`src/rtl/chip8_mem_arbiter.sv`:
```
// Single-port access controller for chip8_mem. It shares the memory between the ROM loader,
// the CPU and the sprite (DXYN) engine, and blocks CPU writes into the interpreter/font area.
//
// state | meaning
// IDLE  | mem parked at 0, sample requests, pick winner
// LOAD  | loader byte written this cycle
// CPU   | CPU byte read or (unprotected) write this cycle
// VID   | sprite burst, one byte per cycle, address wraps
module chip8_mem_arbiter #(
  parameter int ADDR_W = 12,
  parameter int DATA_W = 8,
  parameter logic [ADDR_W-1:0] PROT_LIMIT = 12'h200
) (
  input  logic              clk,
  input  logic              rst_n,
  input  logic              ld_req,
  input  logic [ADDR_W-1:0] ld_addr,
  input  logic [DATA_W-1:0] ld_wdata,
  output logic              ld_ack,
  input  logic              cpu_req,
  input  logic              cpu_we,
  input  logic [ADDR_W-1:0] cpu_addr,
  input  logic [DATA_W-1:0] cpu_wdata,
  output logic              cpu_ack,
  output logic [DATA_W-1:0] cpu_rdata,
  output logic              cpu_err,
  input  logic              vid_req,
  input  logic [ADDR_W-1:0] vid_addr,
  input  logic [3:0]        vid_len,
  output logic              vid_valid,
  output logic [DATA_W-1:0] vid_rdata,
  output logic              vid_done,
  output logic [ADDR_W-1:0] mem_addr,
  output logic              mem_we,
  output logic [DATA_W-1:0] mem_wdata,
  input  logic [DATA_W-1:0] mem_rdata
);

  typedef enum logic [1:0] {S_IDLE, S_LOAD, S_CPU, S_VID} state_t;

  state_t     state;
  logic       rr_vid;
  logic       cpu_wr;
  logic [4:0] cnt;

  // A requester still showing its ack/done this cycle has already been served.
  logic ld_go, cpu_go, vid_go;
  assign ld_go  = ld_req  & ~ld_ack;
  assign cpu_go = cpu_req & ~cpu_ack;
  assign vid_go = vid_req & ~vid_done;

  always_ff @(posedge clk or negedge rst_n) begin
    if (!rst_n) begin
      state     <= S_IDLE;
      rr_vid    <= 1'b0;
      cpu_wr    <= 1'b0;
      cnt       <= 5'd0;
      ld_ack    <= 1'b0;
      cpu_ack   <= 1'b0;
      cpu_rdata <= '0;
      cpu_err   <= 1'b0;
      vid_valid <= 1'b0;
      vid_rdata <= '0;
      vid_done  <= 1'b0;
      mem_addr  <= '0;
      mem_we    <= 1'b0;
      mem_wdata <= '0;
    end else begin
      ld_ack    <= 1'b0;
      cpu_ack   <= 1'b0;
      cpu_err   <= 1'b0;
      vid_valid <= 1'b0;
      vid_done  <= 1'b0;
      case (state)
        S_IDLE: begin
          mem_addr  <= '0;
          mem_we    <= 1'b0;
          mem_wdata <= '0;
          if (ld_go) begin
            state     <= S_LOAD;
            mem_addr  <= ld_addr;
            mem_wdata <= ld_wdata;
            mem_we    <= 1'b1;
          end else if (cpu_go && (!vid_go || !rr_vid)) begin
            state     <= S_CPU;
            mem_addr  <= cpu_addr;
            mem_wdata <= cpu_wdata;
            mem_we    <= cpu_we && (cpu_addr >= PROT_LIMIT);
            cpu_wr    <= cpu_we;
            rr_vid    <= 1'b1;
          end else if (vid_go) begin
            state    <= S_VID;
            mem_addr <= vid_addr;
            cnt      <= (vid_len == 4'd0) ? 5'd16 : {1'b0, vid_len};
            rr_vid   <= 1'b0;
          end
        end
        S_LOAD: begin
          state     <= S_IDLE;
          mem_addr  <= '0;
          mem_we    <= 1'b0;
          mem_wdata <= '0;
          ld_ack    <= 1'b1;
        end
        S_CPU: begin
          state     <= S_IDLE;
          mem_addr  <= '0;
          mem_we    <= 1'b0;
          mem_wdata <= '0;
          cpu_ack   <= 1'b1;
          cpu_err   <= cpu_wr && (mem_addr < PROT_LIMIT);
          if (!cpu_wr) cpu_rdata <= mem_rdata;
        end
        S_VID: begin
          vid_rdata <= mem_rdata;
          vid_valid <= 1'b1;
          if (cnt == 5'd1) begin
            state    <= S_IDLE;
            vid_done <= 1'b1;
            mem_addr <= '0;
            cnt      <= 5'd0;
          end else begin
            cnt      <= cnt - 5'd1;
            mem_addr <= mem_addr + 1'b1;
          end
        end
        default: state <= S_IDLE;
      endcase
    end
  end

endmodule

```
`config.mk`:
```
export PLATFORM = sky130hd
export DESIGN_NAME = chip8_mem_arbiter
export DESIGN_NICKNAME = d
export VERILOG_FILES = /design/src/rtl/chip8_mem_arbiter.sv
export SDC_FILE = /design/constraint.sdc
export NUM_CORES = 1
export LEC_CHECK = 0
export ABC_CLOCK_PERIOD_IN_PS = 2700
export CAP_MARGIN = 20
export CELL_PAD_IN_SITES_DETAIL_PLACEMENT = 1
export CELL_PAD_IN_SITES_GLOBAL_PLACEMENT = 1
export CORE_MARGIN = 5
export CORE_UTILIZATION = 35
export DETAILED_ROUTE_END_ITERATION = 10
export PLACE_DENSITY = 0.95
export SYNTH_ARGS = -nofsm -noshare
export SYNTH_HDL_FRONTEND = slang
export SYNTH_SLANG_ARGS = --single-unit
```
`constraint.sdc`:
```
create_clock -name clk -period 2.7 [get_ports clk]
set_input_delay 0.54 -clock clk [delete_from_list [all_inputs] [get_ports clk]]
set_output_delay 0.54 -clock clk [all_outputs]
set_load 0.02 [all_outputs]
```
==> out/metrics.yaml <==
finalClockSkew_ps: 11.5
worstPathMaxFanout: 6
synthCells: 264
drive_gt1_share_pct: 13.2
clock_latency_ps: 310
fin_cells: 480
reg2reg_from: "cnt[1]$_DFFE_PN0P_"
fin_util_pct: 53.1
rsz0062_at_grt: "false"
synth_adder_area_share_pct: 3.65
hold_path.class: "in -> async"
yosysUniqueCellTypes: 49
cts-root-buf: "clkbuf_8"
reg2reg_setup_slack_ps: 610
path_cells: "inv_1 > ha_1 > nor4b_1 > nand2b_1 > o32ai_1 > a22o_2"
setup_viol: 0
synth_common_cells: "dfrtp_1, o21ai_0, nand2_1, mux2_2, nand3_1"
synth_compound_area_share_pct: 17.1
p_total_mw: 4.14
hold-worst-slack_ps: 327
grt_pass1_vias: 2947
drtAntennaViolNets: 0
min_period_over_period_pct: 77.5
detail_route.wl_per_cell_um: 19.5
io_buffer_count: 111
io_pins: 112
cts_buffer_depth: 2
worstSetupPathType: "reg -> reg"
muxShareOfSynthArea_pct: 9.90
synth-main-ff-cell: "dfrtp_1"
fp.dieW_um: 98.5
post_cts_buffers: 0
drc: 0
start_util_pct: 35.7
ys_ff_latch: 51
slew_violations: 0
die_area_sq_mm: 0.00971
cts_tree: "yes"
power.density_mw_per_mm2: 1010
cts_resized: 0
crit_path_max_incr_delay_ps: 560
slowest_stage: "nor4b_1"
yosysMostFrequentCell: "dfrtp_1"
syn_avg_cell_area_sq_um: 10.4
synth-edff-count: 0
firstDrtPassIters: 4
rr_worst_depth: 6
leakage_nw: 1.66
synth_xor_area_share_pct: 2.87
cp-start-kind: "flop"
vias_per_cell: 5.39
cts.clk_slew.worst_paths_ps: 110
grt_antenna_before_repair: 0
netlist_area_sq_mm: 0.00274
grt_pass1_wl_um: 15200
grt_max_degree: 52
finalSetupTns_ps: 0
status: "completed"
place_congestion: 0.840
cts_made_buffers: 5
fp.dieH_um: 98.5
ys_seq_area_share_pct: 46.5
synth_top_area_share_pct: 46.5
routed_wl_um: 9350
cp-end-kind: "flop"
rows: 32
num_vias: 2588
num-nets-final: 455
r2r-end: "cnt[2]$_DFFE_PN0P_"
drv_cap: 0
synth_nets: 342
htree_levels: 2
track_usage_pct: 19.1
drt_iter0_drc: 114
numPlacedInstances: 472
hold_buffers: 0
core_sq_mm: 0.00769
synth_top_family_by_area: "compound AO/OA/AOI/OAI gates"
synth_area_leaders: "dfrtp_1, mux2_2, o21ai_0, ha_1, nand2_1"
irDropWorstVdd_mv: 0.489
cts_sinks: 51
cp.arrival_ps: 2290
async_flop_share_pct: 100
antenna_cells: 0
overflow: 0
synthSimpleGateAreaFrac_pct: 16.2
area_growth_pct: 48.8
fmax_mhz: 478
maxSlewHeadroom_pct: 55.4
dp_hpwl_um: 7300
hold_viol: 0
cp.required_ps: 2900
worst_pin_slew_ps: 660
layout_min_cycle_time_ps: 2090
yosysWarnings: 0
yosys.area.top_type: "dfrtp_1"
## through the flow
step                worst slack, ps  cell area (sq um)
floorplan                       795               2740
global placement                372               3990
detailed placement              317               3990
CTS                             591               4080
global route                    503               4080
finish                          607               4080
## layout make-up
| class | count | area (sq um) |
|---|---|---|
| repair buffers | 122 | 1190 |
| inverters | 9 | 33.8 |
| clock buffers | 5 | 68.8 |
| multi-input cells | 188 | 1370 |
| clock inverters | 3 | 18.8 |
| fillers | 871 | 3610 |
| flip-flops and latches | 51 | 1280 |
| well taps | 102 | 128 |
## registers in the layout (all words and copies together) (netlist names), 2 cells and up
register   count
vid_rdata      8
cpu_rdata      8
state          2
mem_wdata      8
cnt            5
mem_addr      12
## report_power, final
part           internal [mW]  leakage, nW  switching, mW
Sequential              1.11        0.646          0.321
Clock                  0.184       0.0483          0.277
Combinational           1.10        0.967           1.15
## worst max-delay path, delay by kind of cell, from the launching register on
family	cells	cell delay [ps]
AO/OA/AOI/OAI	2	400
AND/OR/NAND/NOR	2	900
flip-flops	1	390
buffers and inverters	1	110
adder cells (fa/ha/maj)	1	190
## kinds of logic after synthesis
kind of cell    Yosys count
xor+xnor                  9
buf+inv                  25
mux                      24
compound gates           67
fa+ha+maj                 8
flops                    51
simple gates             80
## worst max-delay path by stage
stage / start / cells past startpoint / endpoint / slack, ps
after global routing: cnt[1]$_DFFE_PN0P_ / 6 / cnt[3]$_DFFE_PN0P_ / 500
after CTS: cnt[1]$_DFFE_PN0P_ / 6 / cnt[2]$_DFFE_PN0P_ / 590
after detailed placement: vid_req / 5 / cnt[4]$_DFFE_PN0P_ / 320
after global placement: vid_req / 5 / cnt[0]$_DFFE_PN0P_ / 370
final: cnt[1]$_DFFE_PN0P_ / 6 / cnt[2]$_DFFE_PN0P_ / 610
after floorplan: cpu_req / 6 / cnt[0]$_DFFE_PN0P_ / 790
## cells in the final DEF (no fill, tap or decap), types with 6 or more instances in the layout
cell type        count
ha_1                 8
a21oi_1              7
o21ai_0             21
dfrtp_1             51
xor2_1               6
clkdlybuf4s50_1    110
buf_4               11
inv_1                9
and2_1              11
nand3_1             13
nand2_1             19
a31oi_1             11
mux2_2              17
## layer usage
| layer | GRT usage, % | vias up | wire (um) |
|---|---|---|---|
| met3 | 5.24 | 19 | 594 |
| met1 | 22.3 | 1285 | 3650 |
| met5 | 0 | - | 0 |
| li1 | - | 1190 | - |
| met4 | 4.83 | 0 | 183 |
| met2 | 34.5 | 94 | 4920 |
Note: power is estimated with default switching activity, not from simulation.
